--- config.mk ---
export PLATFORM = sky130hd
export DESIGN_NAME = fpadd_seq_param
export DESIGN_NICKNAME = d
export VERILOG_FILES = /design/src/rtl/fpadd_seq_param.sv
export SDC_FILE = /design/constraint.sdc
export NUM_CORES = 1
export LEC_CHECK = 0
export CAP_MARGIN = 20
export CORE_UTILIZATION = 40
export DETAILED_ROUTE_END_ITERATION = 10
export GPL_TIMING_DRIVEN = 1
export PLACE_DENSITY_LB_ADDON = 0.2
export SLEW_MARGIN = 10
export SYNTH_ARGS = -nofsm -noshare
export SYNTH_HDL_FRONTEND = slang
export SYNTH_SLANG_ARGS = --single-unit
export TNS_END_PERCENT = 1
--- constraint.sdc ---
create_clock -name clock -period 22.8 [get_ports clock]
set_input_delay 2.28 -clock clock [delete_from_list [all_inputs] [get_ports clock]]
set_output_delay 2.28 -clock clock [all_outputs]
set_load 0.05 [all_outputs]
--- src/rtl/fpadd_seq_param.sv ---
// fpadd_seq_param
// ---------------------------------------------------------------------------
// Multi-cycle parametrised floating-point adder/subtractor with round to
// nearest, ties to even. Each operation runs through a fixed six-state
// sequence: IDLE -> ALIGN -> ADD -> NORM -> ROUND -> DONE. Every operation
// takes the same number of cycles, including the special cases.
//
// Handshake:
//   An operation is accepted on a rising edge where in_valid && in_ready.
//   A result is consumed on a rising edge where out_valid && out_ready.
//   in_ready is high only in IDLE. out_valid is high only in DONE. Both are
//   registered. in_valid outside IDLE is ignored. sum and flags stay stable
//   while out_valid is high.
//
// Ports:
//   clock, nreset     rising-edge clock; asynchronous active-low reset
//   in_valid/ready    operand handshake
//   a, b              operands {sign, exp[EXP_W], man[MAN_W]}
//   sub               1: a-b, 0: a+b
//   out_valid/ready   result handshake
//   sum               result
//   flags             {invalid, overflow, inexact}
//
// Build option:
//   FPADD_STATUS_EN   when defined, flags reports the status bits. When
//                     undefined, flags is tied to 3'b000. sum, the handshake
//                     and the latency are the same in both builds.
//
// Inputs with exp==0 are flushed to zero. Results that would underflow are
// flushed to signed zero.
// ---------------------------------------------------------------------------
module fpadd_seq_param #(
  parameter int EXP_W = 8,
  parameter int MAN_W = 23
) (
  input  logic                 clock,
  input  logic                 nreset,
  input  logic                 in_valid,
  output logic                 in_ready,
  input  logic [EXP_W+MAN_W:0] a,
  input  logic [EXP_W+MAN_W:0] b,
  input  logic                 sub,
  output logic                 out_valid,
  input  logic                 out_ready,
  output logic [EXP_W+MAN_W:0] sum,
  output logic [2:0]           flags
);

  localparam int W   = 1 + EXP_W + MAN_W;
  // Working mantissa: hidden bit, fraction, then guard/round/sticky.
  localparam int MW  = MAN_W + 4;
  localparam int LZW = $clog2(MW + 1);

  localparam logic [EXP_W-1:0] EXP_ONES = '1;
  localparam logic [W-1:0]     QNAN     = {1'b0, EXP_ONES, 1'b1, {(MAN_W-1){1'b0}}};

`ifdef FPADD_STATUS_EN
  localparam bit STATUS_EN = 1'b1;
`else
  localparam bit STATUS_EN = 1'b0;
`endif

  typedef enum logic [2:0] {
    S_IDLE  = 3'd0,
    S_ALIGN = 3'd1,
    S_ADD   = 3'd2,
    S_NORM  = 3'd3,
    S_ROUND = 3'd4,
    S_DONE  = 3'd5
  } state_t;

  // ------------------------------------------------------------------------
  // State registers
  // ------------------------------------------------------------------------
  state_t            state_q, state_d;
  logic              in_ready_q, in_ready_d;
  logic              out_valid_q, out_valid_d;
  logic [W-1:0]      sum_q, sum_d;
  logic [2:0]        flags_q, flags_d;

  logic [W-1:0]      opa_q, opa_d;      // operand A as captured
  logic [W-1:0]      opb_q, opb_d;      // operand B with the sub inversion applied
  logic              sign_q, sign_d;    // sign of the larger-magnitude operand
  logic              eff_sub_q, eff_sub_d;
  logic [EXP_W-1:0]  exp_q, exp_d;      // exponent of the larger operand
  logic [MW-1:0]     big_q, big_d;
  logic [MW-1:0]     small_q, small_d;  // already aligned to big_q
  logic [MW:0]       add_q, add_d;
  logic [MW-1:0]     norm_m_q, norm_m_d;
  logic [EXP_W:0]    norm_e_q, norm_e_d;
  // A special result (NaN, inf, zero, underflow) bypasses the later stages.
  logic              spec_q, spec_d;
  logic [W-1:0]      spec_sum_q, spec_sum_d;
  logic [2:0]        spec_flags_q, spec_flags_d;

  // ------------------------------------------------------------------------
  // ALIGN: unpack operands, detect special cases, order operands, shift
  // ------------------------------------------------------------------------
  logic              sa, sb;
  logic [EXP_W-1:0]  ea, eb;
  logic [MAN_W-1:0]  ma, mb;
  logic              a_zero, b_zero, a_inf, b_inf, a_nan, b_nan;
  logic [MW-1:0]     mant_a, mant_b;
  logic              a_ge_b;

  assign sa = opa_q[W-1];
  assign ea = opa_q[W-2:MAN_W];
  assign ma = opa_q[MAN_W-1:0];
  assign sb = opb_q[W-1];
  assign eb = opb_q[W-2:MAN_W];
  assign mb = opb_q[MAN_W-1:0];

  assign a_zero = (ea == '0);
  assign b_zero = (eb == '0);
  assign a_inf  = (ea == EXP_ONES) && (ma == '0);
  assign b_inf  = (eb == EXP_ONES) && (mb == '0);
  assign a_nan  = (ea == EXP_ONES) && (ma != '0);
  assign b_nan  = (eb == EXP_ONES) && (mb != '0);

  // A flushed input has no hidden bit and no fraction.
  assign mant_a = a_zero ? '0 : {1'b1, ma, 3'b000};
  assign mant_b = b_zero ? '0 : {1'b1, mb, 3'b000};

  // When the exponents match, this compare orders by fraction. A flushed
  // operand has exp 0, so its fraction bits never win against a nonzero one.
  assign a_ge_b = {ea, ma} >= {eb, mb};

  logic              al_sign;
  logic [EXP_W-1:0]  al_exp;
  logic [MW-1:0]     al_big, al_small_raw, al_small, al_lost;
  logic [31:0]       al_diff;

  always_comb begin
    al_sign      = a_ge_b ? sa : sb;
    al_exp       = a_ge_b ? ea : eb;
    al_big       = a_ge_b ? mant_a : mant_b;
    al_small_raw = a_ge_b ? mant_b : mant_a;
    al_diff      = a_ge_b ? (32'(ea) - 32'(eb)) : (32'(eb) - 32'(ea));
    al_lost      = '0;
    if (al_diff >= 32'(MW - 1)) begin
      // Shifted completely past the guard and round bits: only sticky remains.
      al_small = {{(MW-1){1'b0}}, |al_small_raw};
    end else begin
      al_small    = al_small_raw >> al_diff;
      al_lost     = al_small_raw & ~({MW{1'b1}} << al_diff);
      al_small[0] = al_small[0] | (|al_lost);
    end
  end

  logic              sp_hit;
  logic [W-1:0]      sp_sum;
  logic [2:0]        sp_flags;

  always_comb begin
    sp_hit   = 1'b1;
    sp_sum   = '0;
    sp_flags = 3'b000;
    if (a_nan || b_nan) begin
      sp_sum   = QNAN;
      sp_flags = 3'b100;
    end else if (a_inf && b_inf && (sa != sb)) begin
      sp_sum   = QNAN;
      sp_flags = 3'b100;
    end else if (a_inf) begin
      sp_sum = opa_q;
    end else if (b_inf) begin
      sp_sum = opb_q;
    end else if (a_zero && b_zero) begin
      // Only two negative zeros give -0.
      sp_sum = {sa & sb, {(W-1){1'b0}}};
    end else begin
      sp_hit = 1'b0;
    end
  end

  // ------------------------------------------------------------------------
  // ADD: big_q >= small_q always holds, so the difference is never negative
  // ------------------------------------------------------------------------
  logic [MW:0] add_res;
  assign add_res = eff_sub_q ? ({1'b0, big_q} - {1'b0, small_q})
                             : ({1'b0, big_q} + {1'b0, small_q});

  // ------------------------------------------------------------------------
  // NORM: leading-zero count and shift
  // ------------------------------------------------------------------------
  function automatic logic [LZW-1:0] lzc_f(input logic [MW-1:0] v);
    logic           found;
    logic [LZW-1:0] n;
    found = 1'b0;
    n     = '0;
    for (int i = MW - 1; i >= 0; i--) begin
      if (!found) begin
        if (v[i]) found = 1'b1;
        else      n = n + 1'b1;
      end
    end
    return n;
  endfunction

  logic [LZW-1:0] nm_lz;
  logic           nm_zero, nm_carry, nm_uflow;
  logic [MW-1:0]  nm_m;
  logic [EXP_W:0] nm_e;
  logic [31:0]    nm_sub32;

  always_comb begin
    nm_lz    = lzc_f(add_q[MW-1:0]);
    nm_zero  = (add_q == '0);
    nm_carry = add_q[MW];
    nm_sub32 = 32'(exp_q) - 32'(nm_lz);
    // The exponent after the left shift would fall below 1.
    nm_uflow = ($signed(nm_sub32) < 32'sd1);
    if (nm_carry) begin
      // Shift right by one. The bit shifted out is folded into sticky.
      nm_m = {add_q[MW:2], add_q[1] | add_q[0]};
      nm_e = {1'b0, exp_q} + 1'b1;
    end else begin
      nm_m = add_q[MW-1:0] << nm_lz;
      nm_e = nm_sub32[EXP_W:0];
    end
  end

  // ------------------------------------------------------------------------
  // ROUND: round to nearest, ties to even, then check for overflow
  // ------------------------------------------------------------------------
  logic [MAN_W:0]   rd_keep;
  logic             rd_g, rd_r, rd_s, rd_up, rd_ovf, rd_inexact;
  logic [MAN_W+1:0] rd_sum;
  logic [EXP_W:0]   rd_e;
  logic [MAN_W-1:0] rd_frac;
  logic [W-1:0]     res_sum;
  logic [2:0]       res_flags;

  always_comb begin
    rd_keep    = norm_m_q[MW-1:3];
    rd_g       = norm_m_q[2];
    rd_r       = norm_m_q[1];
    rd_s       = norm_m_q[0];
    rd_up      = rd_g & (rd_r | rd_s | rd_keep[0]);
    rd_sum     = {1'b0, rd_keep} + {{(MAN_W+1){1'b0}}, rd_up};
    rd_ovf     = rd_sum[MAN_W+1];
    rd_e       = rd_ovf ? (norm_e_q + 1'b1) : norm_e_q;
    rd_frac    = rd_ovf ? rd_sum[MAN_W:1] : rd_sum[MAN_W-1:0];
    rd_inexact = rd_g | rd_r | rd_s;
    if (spec_q) begin
      res_sum   = spec_sum_q;
      res_flags = spec_flags_q;
    end else if (rd_e >= {1'b0, EXP_ONES}) begin
      res_sum   = {sign_q, EXP_ONES, {MAN_W{1'b0}}};
      res_flags = 3'b011;
    end else begin
      res_sum   = {sign_q, rd_e[EXP_W-1:0], rd_frac};
      res_flags = {2'b00, rd_inexact};
    end
  end

  // ------------------------------------------------------------------------
  // Next-state and datapath register updates
  // ------------------------------------------------------------------------
  always_comb begin
    state_d      = state_q;
    sum_d        = sum_q;
    flags_d      = flags_q;
    opa_d        = opa_q;
    opb_d        = opb_q;
    sign_d       = sign_q;
    eff_sub_d    = eff_sub_q;
    exp_d        = exp_q;
    big_d        = big_q;
    small_d      = small_q;
    add_d        = add_q;
    norm_m_d     = norm_m_q;
    norm_e_d     = norm_e_q;
    spec_d       = spec_q;
    spec_sum_d   = spec_sum_q;
    spec_flags_d = spec_flags_q;

    case (state_q)
      S_IDLE: begin
        if (in_valid && in_ready_q) begin
          opa_d   = a;
          opb_d   = {b[W-1] ^ sub, b[W-2:0]};
          state_d = S_ALIGN;
        end
      end
      S_ALIGN: begin
        sign_d       = al_sign;
        eff_sub_d    = sa ^ sb;
        exp_d        = al_exp;
        big_d        = al_big;
        small_d      = al_small;
        spec_d       = sp_hit;
        spec_sum_d   = sp_sum;
        spec_flags_d = sp_flags;
        state_d      = S_ADD;
      end
      S_ADD: begin
        add_d   = add_res;
        state_d = S_NORM;
      end
      S_NORM: begin
        if (!spec_q) begin
          if (nm_zero) begin
            // Exact cancellation of nonzero operands gives +0.
            spec_d       = 1'b1;
            spec_sum_d   = '0;
            spec_flags_d = 3'b000;
          end else if (!nm_carry && nm_uflow) begin
            spec_d       = 1'b1;
            spec_sum_d   = {sign_q, {(W-1){1'b0}}};
            spec_flags_d = 3'b001;
          end else begin
            norm_m_d = nm_m;
            norm_e_d = nm_e;
          end
        end
        state_d = S_ROUND;
      end
      S_ROUND: begin
        sum_d   = res_sum;
        flags_d = STATUS_EN ? res_flags : 3'b000;
        state_d = S_DONE;
      end
      S_DONE: begin
        if (out_ready) state_d = S_IDLE;
      end
      default: state_d = S_IDLE;
    endcase

    in_ready_d  = (state_d == S_IDLE);
    out_valid_d = (state_d == S_DONE);
  end

  always_ff @(posedge clock or negedge nreset) begin
    if (!nreset) begin
      state_q      <= S_IDLE;
      in_ready_q   <= 1'b1;
      out_valid_q  <= 1'b0;
      sum_q        <= '0;
      flags_q      <= '0;
      opa_q        <= '0;
      opb_q        <= '0;
      sign_q       <= 1'b0;
      eff_sub_q    <= 1'b0;
      exp_q        <= '0;
      big_q        <= '0;
      small_q      <= '0;
      add_q        <= '0;
      norm_m_q     <= '0;
      norm_e_q     <= '0;
      spec_q       <= 1'b0;
      spec_sum_q   <= '0;
      spec_flags_q <= '0;
    end else begin
      state_q      <= state_d;
      in_ready_q   <= in_ready_d;
      out_valid_q  <= out_valid_d;
      sum_q        <= sum_d;
      flags_q      <= flags_d;
      opa_q        <= opa_d;
      opb_q        <= opb_d;
      sign_q       <= sign_d;
      eff_sub_q    <= eff_sub_d;
      exp_q        <= exp_d;
      big_q        <= big_d;
      small_q      <= small_d;
      add_q        <= add_d;
      norm_m_q     <= norm_m_d;
      norm_e_q     <= norm_e_d;
      spec_q       <= spec_d;
      spec_sum_q   <= spec_sum_d;
      spec_flags_q <= spec_flags_d;
    end
  end

  assign in_ready  = in_ready_q;
  assign out_valid = out_valid_q;
  assign sum       = sum_q;
  assign flags     = flags_q;

endmodule

==> results.json, run 1 <==
{
  "rsz0062_at_grt": "false",
  "finalInstanceArea_sq_um": 23700,
  "r2r_cells": 101,
  "slowest_delay_ps": 680,
  "critPathLaunchType": "flop",
  "drive_gt1_share_pct": 6.85,
  "critPathCapture": "norm_m_q[0]",
  "synth_compound_area_share_pct": 22.2,
  "end_kind": "flop",
  "critical_path.top_delay_family": "adder cells",
  "hold_path_class": "flop to flop",
  "num-nets-final": 2787,
  "grt_pass1_wl_um": 102000,
  "cts_tree": "done",
  "wl_per_cell_um": 19.0,
  "async_flop_share_pct": 100,
  "yosys_warnings": 0,
  "cp_slowest_cell": "inv_1",
  "antenna_found_initial": 0,
  "critPathKind": "flop to flop",
  "synthMuxAreaShare_pct": 7.30,
  "min_period_over_period_pct": 89.5,
  "placed_cell_area_sq_um": 22500,
  "drc": 0,
  "vias": 19300,
  "cp.required_ps": 23250,
  "grt_max_degree": 106,
  "final-hold-violation-count": 0,
  "routed_wl_um": 63000,
  "grt_usage_pct": 23.5,
  "maxSlewHeadroom_pct": 25.7,
  "numCtsBuffers": 30,
  "path_max_fanout": 52,
  "first_pass_iters": 6,
  "grt_pass1_vias": 18900,
  "clk-insertion-delay-late_ps": 600,
  "synthSimpleGateAreaFrac_pct": 20.9,
  "initial_core_util_pct": 40.7,
  "ctsRootBufferMaster": "clkbuf_16",
  "port_buffers": 102,
  "ioPinCount": 106,
  "vias_per_cell": 5.81,
  "initialDrtViolationCount": 1626,
  "htreeDepth": 1,
  "die_w_um": 231,
  "timing.rr.start": "add_q[25]",
  "crit_arrival_ps": 20860,
  "dp_hpwl_um": 47700,
  "place_congestion": 0.905,
  "status": "complete, no violations",
  "synth_top_family_by_area": "compound AO/OA/AOI/OAI gates",
  "num_antenna_cells": 0,
  "period_needed_ps": 20410,
  "synth_ff_type": "dfrtp_1",
  "area_growth_pct": 13.0,
  "critPathBufInv": 7,
  "r2r_slack_ps": 2390,
  "synthAdderAreaFrac_pct": 6.27,
  "slew_violations": 0,
  "max_clock_freq_ghz": 0.0490,
  "drtAntennaViolNets": 0,
  "synth_cell_types": 94,
  "synth_area_sq_um": 21000,
  "cts_hold_buf": 0,
  "seq_area_frac_synth_pct": 30.9,
  "syn_area_per_cell_sq_um": 8.01,
  "grt.overflow.total": 0,
  "setup-violations-final": 0,
  "syn_inst": 2616,
  "cts_resized": 0,
  "clk_pin_slew_ps": 70,
  "crit_cells": 101,
  "clock_skew_ps": 35.2,
  "drv_cap": 0,
  "num_rows": 83,
  "cts_setup_buffers": 0,
  "cts_buffer_depth": 3,
  "worst_pin_slew_ps": 1110,
  "ys_ff_latch": 259,
  "synth_edf_count": 0,
  "totalNegativeSetupSlack_ps": 0,
  "die_h_um": 231,
  "clock-sinks": 259,
  "core_sq_um": 51500,
  "rr_endpoint": "norm_m_q[0]",
  "crit_path_start": "add_q[25]",
  "cpMostUsedCell": "ha_1",
  "synth_xor_area_share_pct": 7.09,
  "dieArea_sq_um": 53300
}
[cells in the final DEF (no fill, tap or decap), drive strengths merged, types with 25 or more instances in the layout]
cell and count:
clkbuf 35, mux2i 95, xor2 41, nor2 247, nor2b 46, inv 121, ha 97, a21o 43
nor4 39, and2 25, buf 32, and3 26, mux2 41, a21oi 159, nand3 73, nand2b 25
a211oi 32, dfrtp 258, nand2 325, xnor2 106, nor3 57, clkdlybuf4s50 101, o21ai 234, a221oi 38
[registers in the layout, summed over array words and instances, names as in the netlist, 3 cells and up]
signal      count
add_q          28
big_q          24
exp_q           8
norm_e_q        9
norm_m_q       27
opa_q          32
opb_q          32
small_q        27
spec_sum_q     32
state_q         3
sum            32
[stage by stage]
stage	util, %	std cells	hold WS (ps)	setup slack (ps)
after floorplan	-	2618	445	4890
after global placement	43.6	3263	460	3500
after detailed placement	43.7	3264	465	2540
after CTS	45.9	3320	479	2480
after global routing	45.9	3322	493	839
final	45.9	3322	475	2390
[logic make-up (layout without fill, tap and decap cells)]
kind of cell               after synthesis  in the layout
and+or+nand+nor                        942            942
AOI/OAI and AO/OA                      730            730
buffers and inverters                  284            308
DFF                                    259            259
xor gates and xnor gates               155            155
muxes                                  141            141
adders and majority gates              104            104
other                                    1              3
[how the worst min path moves through the flow]
stage,from,to,slack (ps),depth (start not counted)
2_1_floorplan,big_q[26],big_q[26],450,2
3_3_place_gp,sum[23],sum[23],460,1
3_5_place_dp,sum[23],sum[23],460,1
4_1_cts,sum[25],sum[25],480,1
5_1_grt,sum[5],sum[5],490,2
6_report,sum[25],sum[25],470,1
[layer usage]
| metal | vias to the layer above | track usage [%] | wire, um |
|---|---|---|---|
| li1 | 9360 | - | - |
| met1 | 9336 | 31.2 | 28300 |
| met2 | 493 | 39.9 | 30100 |
| met3 | 110 | 2.50 | 2610 |
| met4 | 0 | 7.41 | 1990 |
| met5 | - | 0 | 0 |
[synthesized netlist by cell type, types with 22 or more instances]
cell	count	area, sq um
xor2_1	40	350
mux2i_1	94	941
a22oi_1	24	180
nor2_1	246	923
nor3_1	56	280
nand2_1	323	1210
a21o_1	43	323
a221oi_1	37	324
a211oi_1	30	225
nand2b_1	25	156
ha_1	97	1210
clkbuf_1	140	526
nor4_1	38	238
o21ai_0	229	1150
dfrtp_1	258	6460
mux2_2	41	462
nand3_1	73	365
and2_1	23	144
o21a_1	22	165
a31oi_1	24	150
and3_1	26	163
a21oi_1	159	796
inv_1	118	443
nor2b_1	46	288
xnor2_1	105	920
[area by class of cell]
type                            count  area [sq um]
Clock buffer                       35           810
Sequential cell                   259          6480
Tap cell                          680           851
Multi-Input combinational cell   2075         13500
Fill cell                        5178         27800
Clock inverter                     21           323
Timing Repair Buffer              133          1300
Inverter                          119           447
Power of run 1 is not shown: default switching activity piles up to over one toggle a cycle in this logic, so the estimate is an artifact.
==> run 2, diff against run 1 <==
CAP_MARGIN = not set   (was 20)
==> run 2 against run 1 <==
Compared with the run above:
- highest routed layer unchanged
- critical endpoint unchanged
- flip-flop and latch count unchanged
- routed wire length up 0.20%
- design area shrank 0.36%
- first-iteration DRC count fell by 7.2%
- register-to-register slack improved by 30 ps
- largest cell class unchanged
==> results.json, run 2 (synthesized netlist as in run 1, its figures left out) <==
{
  "status": "complete, no violations",
  "grt_max_degree": 106,
  "cts_resized": 0,
  "die_h_um": 231,
  "numCtsBuffers": 30,
  "drc": 0,
  "grt_usage_pct": 23.6,
  "totalNegativeSetupSlack_ps": 0,
  "cpMostUsedCell": "ha_1",
  "setup-violations-final": 0,
  "finalInstanceArea_sq_um": 23600,
  "slew_violations": 0,
  "vias_per_cell": 5.80,
  "r2r_cells": 101,
  "place_congestion": 0.905,
  "path_max_fanout": 52,
  "max_clock_freq_ghz": 0.0491,
  "ioPinCount": 106,
  "clock_skew_ps": 36.0,
  "placed_cell_area_sq_um": 22500,
  "maxSlewHeadroom_pct": 22.8,
  "rr_endpoint": "norm_m_q[0]",
  "clock-sinks": 259,
  "port_buffers": 102,
  "crit_arrival_ps": 20820,
  "min_path_cells": 1,
  "drtAntennaViolNets": 0,
  "htreeDepth": 1,
  "timing.rr.start": "add_q[25]",
  "cp_slowest_cell": "inv_1",
  "cts_tree": "done",
  "clk-insertion-delay-late_ps": 600,
  "rsz0062_at_grt": "false",
  "hp-start": "sum[23]",
  "num_antenna_cells": 0,
  "holdPathEnd": "sum[23]",
  "cts_setup_buffers": 0,
  "cts_hold_buf": 0,
  "dieArea_sq_um": 53300,
  "fin_util_pct": 45.8,
  "first_pass_iters": 6,
  "drive_gt1_share_pct": 6.67,
  "dp_hpwl_um": 47800,
  "ctsRootBufferMaster": "clkbuf_16",
  "grt.overflow.total": 0,
  "min_period_over_period_pct": 89.4,
  "grt_pass1_wl_um": 102000,
  "drv_cap": 0,
  "final-hold-violation-count": 0,
  "core_sq_um": 51500,
  "cp.required_ps": 23240,
  "initialDrtViolationCount": 1509,
  "wl_per_cell_um": 19.0,
  "die_w_um": 231,
  "hold_path_class": "flop to flop",
  "clk_pin_slew_ps": 60,
  "final_common_cell": "nand2_1",
  "r2r_slack_ps": 2420,
  "vias": 19300,
  "grt_pass1_vias": 18800,
  "critPathKind": "flop to flop",
  "worst_pin_slew_ps": 1160,
  "slowest_delay_ps": 700,
  "num_rows": 83,
  "mostFrequentLayoutCells": "nand2_1 (323), dfrtp_1 (258), nor2_1 (246), o21ai_0 (229), a21oi_1 (157)",
  "critPathLaunchType": "flop",
  "cts_buffer_depth": 3,
  "period_needed_ps": 20380,
  "antenna_found_initial": 0,
  "end_kind": "flop",
  "num-nets-final": 2784,
  "routed_wl_um": 63100,
  "area_growth_pct": 12.5,
  "initial_core_util_pct": 40.7
}
run 2: worst max path at each step:
stage / slack [ps] / startpoint / endpoint / depth (start not counted)
final: 2420 / add_q[25] / norm_m_q[0] / 101
after CTS: 2480 / add_q[25] / norm_m_q[0] / 101
after detailed placement: 2550 / add_q[25] / norm_m_q[0] / 101
after global placement: 3500 / add_q[25] / norm_m_q[0] / 100
after global routing: 880 / add_q[26] / norm_m_q[0] / 100
after floorplan: 4890 / add_q[26] / norm_m_q[0] / 102
run 2: worst max-delay path: cells and delay by family, from the launching register on:
family,cells,cell delay [ps]
adders and majority gates,25,7580
AOI/OAI and AO/OA,22,4130
buffers and inverters,7,1520
xor gates and xnor gates,3,450
and+or+nand+nor,34,4210
muxes,10,1820
DFF,1,480
run 2: layer usage:
| layer | routed length (um) | GRT usage, % |
|---|---|---|
| met1 | 28400 | 31.3 |
| met2 | 30400 | 40.1 |
| met3 | 2480 | 2.50 |
| met4 | 1900 | 7.39 |
| met5 | 0 | 0 |
run 2: through the flow:
stage                     hold slack, ps  setup WS [ps]  cells
after floorplan                      445           4890   2618
after global placement               460           3500   3263
after detailed placement             465           2550   3263
after CTS                            479           2480   3319
after global routing                 496            878   3319
final                                475           2420   3319
run 2: layout make-up:
cell class,instances,area (sq um)
well taps,680,851
fillers,5220,27900
multi-input cells,2075,13500
clock inverters,20,294
clock buffers,36,803
inverters,119,447
repair buffers,130,1240
flip-flops and latches,259,6480
Power of run 2 is left out for the same reason.
==> run 3, diff against run 2 <==
REMOVE_ABC_BUFFERS = 1   (was not set)
==> run 3 against run 2 <==
Compared with the run above:
- sequential share of layout area grew 0.080 points
- critical path type unchanged
- non-clock buffer count grew 4
- flip-flop and latch count is the same
- worst hold slack lost 1.0 ps
- first-iteration DRC count shrank 20%
- critical path depth shrank 2
- global-route usage grew 0.75 points
- clock skew shrank 22 ps
- design area shrank 0.29%
==> results.json, run 3 (synthesized netlist as in run 1, its figures left out) <==
{
  "min_period_over_period_pct": 88.6,
  "grt_usage_pct": 24.3,
  "cts_buffer_depth": 3,
  "r2r_slack_ps": 2590,
  "ctsRootBufferMaster": "clkbuf_16",
  "place_congestion": 0.957,
  "setup-violations-final": 0,
  "grt.overflow.total": 0,
  "end_kind": "flop",
  "num_rows": 83,
  "critPathKind": "flop to flop",
  "clk-insertion-delay-late_ps": 590,
  "dieArea_sq_um": 53300,
  "ioPinCount": 106,
  "slowest_delay_ps": 620,
  "dp_hpwl_um": 49600,
  "final_common_cell": "nand2_1",
  "clock_skew_ps": 14.4,
  "clock-sinks": 259,
  "num-nets-final": 2789,
  "grt_pass1_wl_um": 104000,
  "area.sequential_sq_um": 6480,
  "cts_setup_buffers": 0,
  "htreeDepth": 1,
  "num_antenna_cells": 0,
  "critPathBufInv": 5,
  "cp.required_ps": 23250,
  "clk_pin_slew_ps": 60,
  "grt_pass1_vias": 18700,
  "vias_per_cell": 5.80,
  "hold_path_class": "flop to flop",
  "nFillCells": 5175,
  "wl_per_cell_um": 19.7,
  "cp_slowest_cell": "inv_1",
  "core_sq_um": 51500,
  "period_needed_ps": 20210,
  "cts_hold_buf": 0,
  "multi_input_area_sq_um": 13500,
  "final-hold-violation-count": 0,
  "critical_path.top_delay_family": "adder cells",
  "cts_resized": 0,
  "drc": 0,
  "drive_gt1_share_pct": 6.66,
  "first_pass_iters": 8,
  "drv_cap": 0,
  "grt_max_degree": 164,
  "cpMostUsedCell": "ha_1",
  "cts_tree": "done",
  "antenna_found_initial": 0,
  "initialDrtViolationCount": 1209,
  "slew_violations": 0,
  "port_buffers": 102,
  "area_growth_pct": 12.2,
  "routed_wl_um": 65400,
  "rsz0062_at_grt": "false",
  "drtAntennaViolNets": 0,
  "status": "complete, no violations",
  "max_clock_freq_ghz": 0.0495,
  "vias": 19300,
  "critPathLaunchType": "flop",
  "path_max_fanout": 52,
  "totalNegativeSetupSlack_ps": 0,
  "maxSlewHeadroom_pct": 21.4,
  "die_h_um": 231,
  "numCtsBuffers": 31,
  "die_w_um": 231,
  "worst_pin_slew_ps": 1170,
  "mostFrequentLayoutCells": "nand2_1 (323), dfrtp_1 (258), nor2_1 (246), o21ai_0 (229), a21oi_1 (157)",
  "crit_arrival_ps": 20660,
  "initial_core_util_pct": 40.7
}
## run 3: cell types whose count changed in the layout (fill, tap and decap cells not counted), sizes merged
cell,delta
buf,+4
clkbuf,+6
clkinvlp,+3
bufinv,-5
inv,+1
clkinv,-6
## run 3: per-layer routing
layer | GRT usage (%) | vias up | share of wire, %
met5 | 0 | - | 0
met4 | 8.73 | 0 | 3.5
met3 | 2.41 | 118 | 4.0
met2 | 42.4 | 530 | 48
met1 | 31.1 | 9253 | 44
li1 | - | 9383 | -
## run 3: area by class of cell
type / count / area share, %
Clock buffer: 42 / 3.69
Clock inverter: 13 / 0.553
Inverter: 119 / 1.90
Multi-Input combinational cell: 2075 / 57.2
Sequential cell: 259 / 27.6
Tap cell: 680 / 3.62
Timing Repair Buffer: 134 / 5.44
## run 3: per-stage QoR
stage	setup WS [ps]	hold slack (ps)	util, %	cell area (sq um)	instances
after floorplan	2400	445	-	20300	2453
after global placement	3400	461	43.7	22500	3267
after detailed placement	2750	465	43.7	22500	3267
after CTS	2670	478	45.6	23500	3322
after global routing	970	493	45.6	23500	3322
final	2590	474	45.6	23500	3322
## run 3: worst paths after layout
path,startpoint,to,cells past startpoint
worst max register to register,add_q[26],norm_m_q[0],99
worst max-delay path,add_q[26],norm_m_q[0],99
worst min-delay path,sum[23],sum[23],1
min in group asynchronous,nreset,sum[19],1
max in group asynchronous,nreset,opa_q[22],2
worst min register to register,sum[23],sum[23],1
Power of run 3 is left out for the same reason.
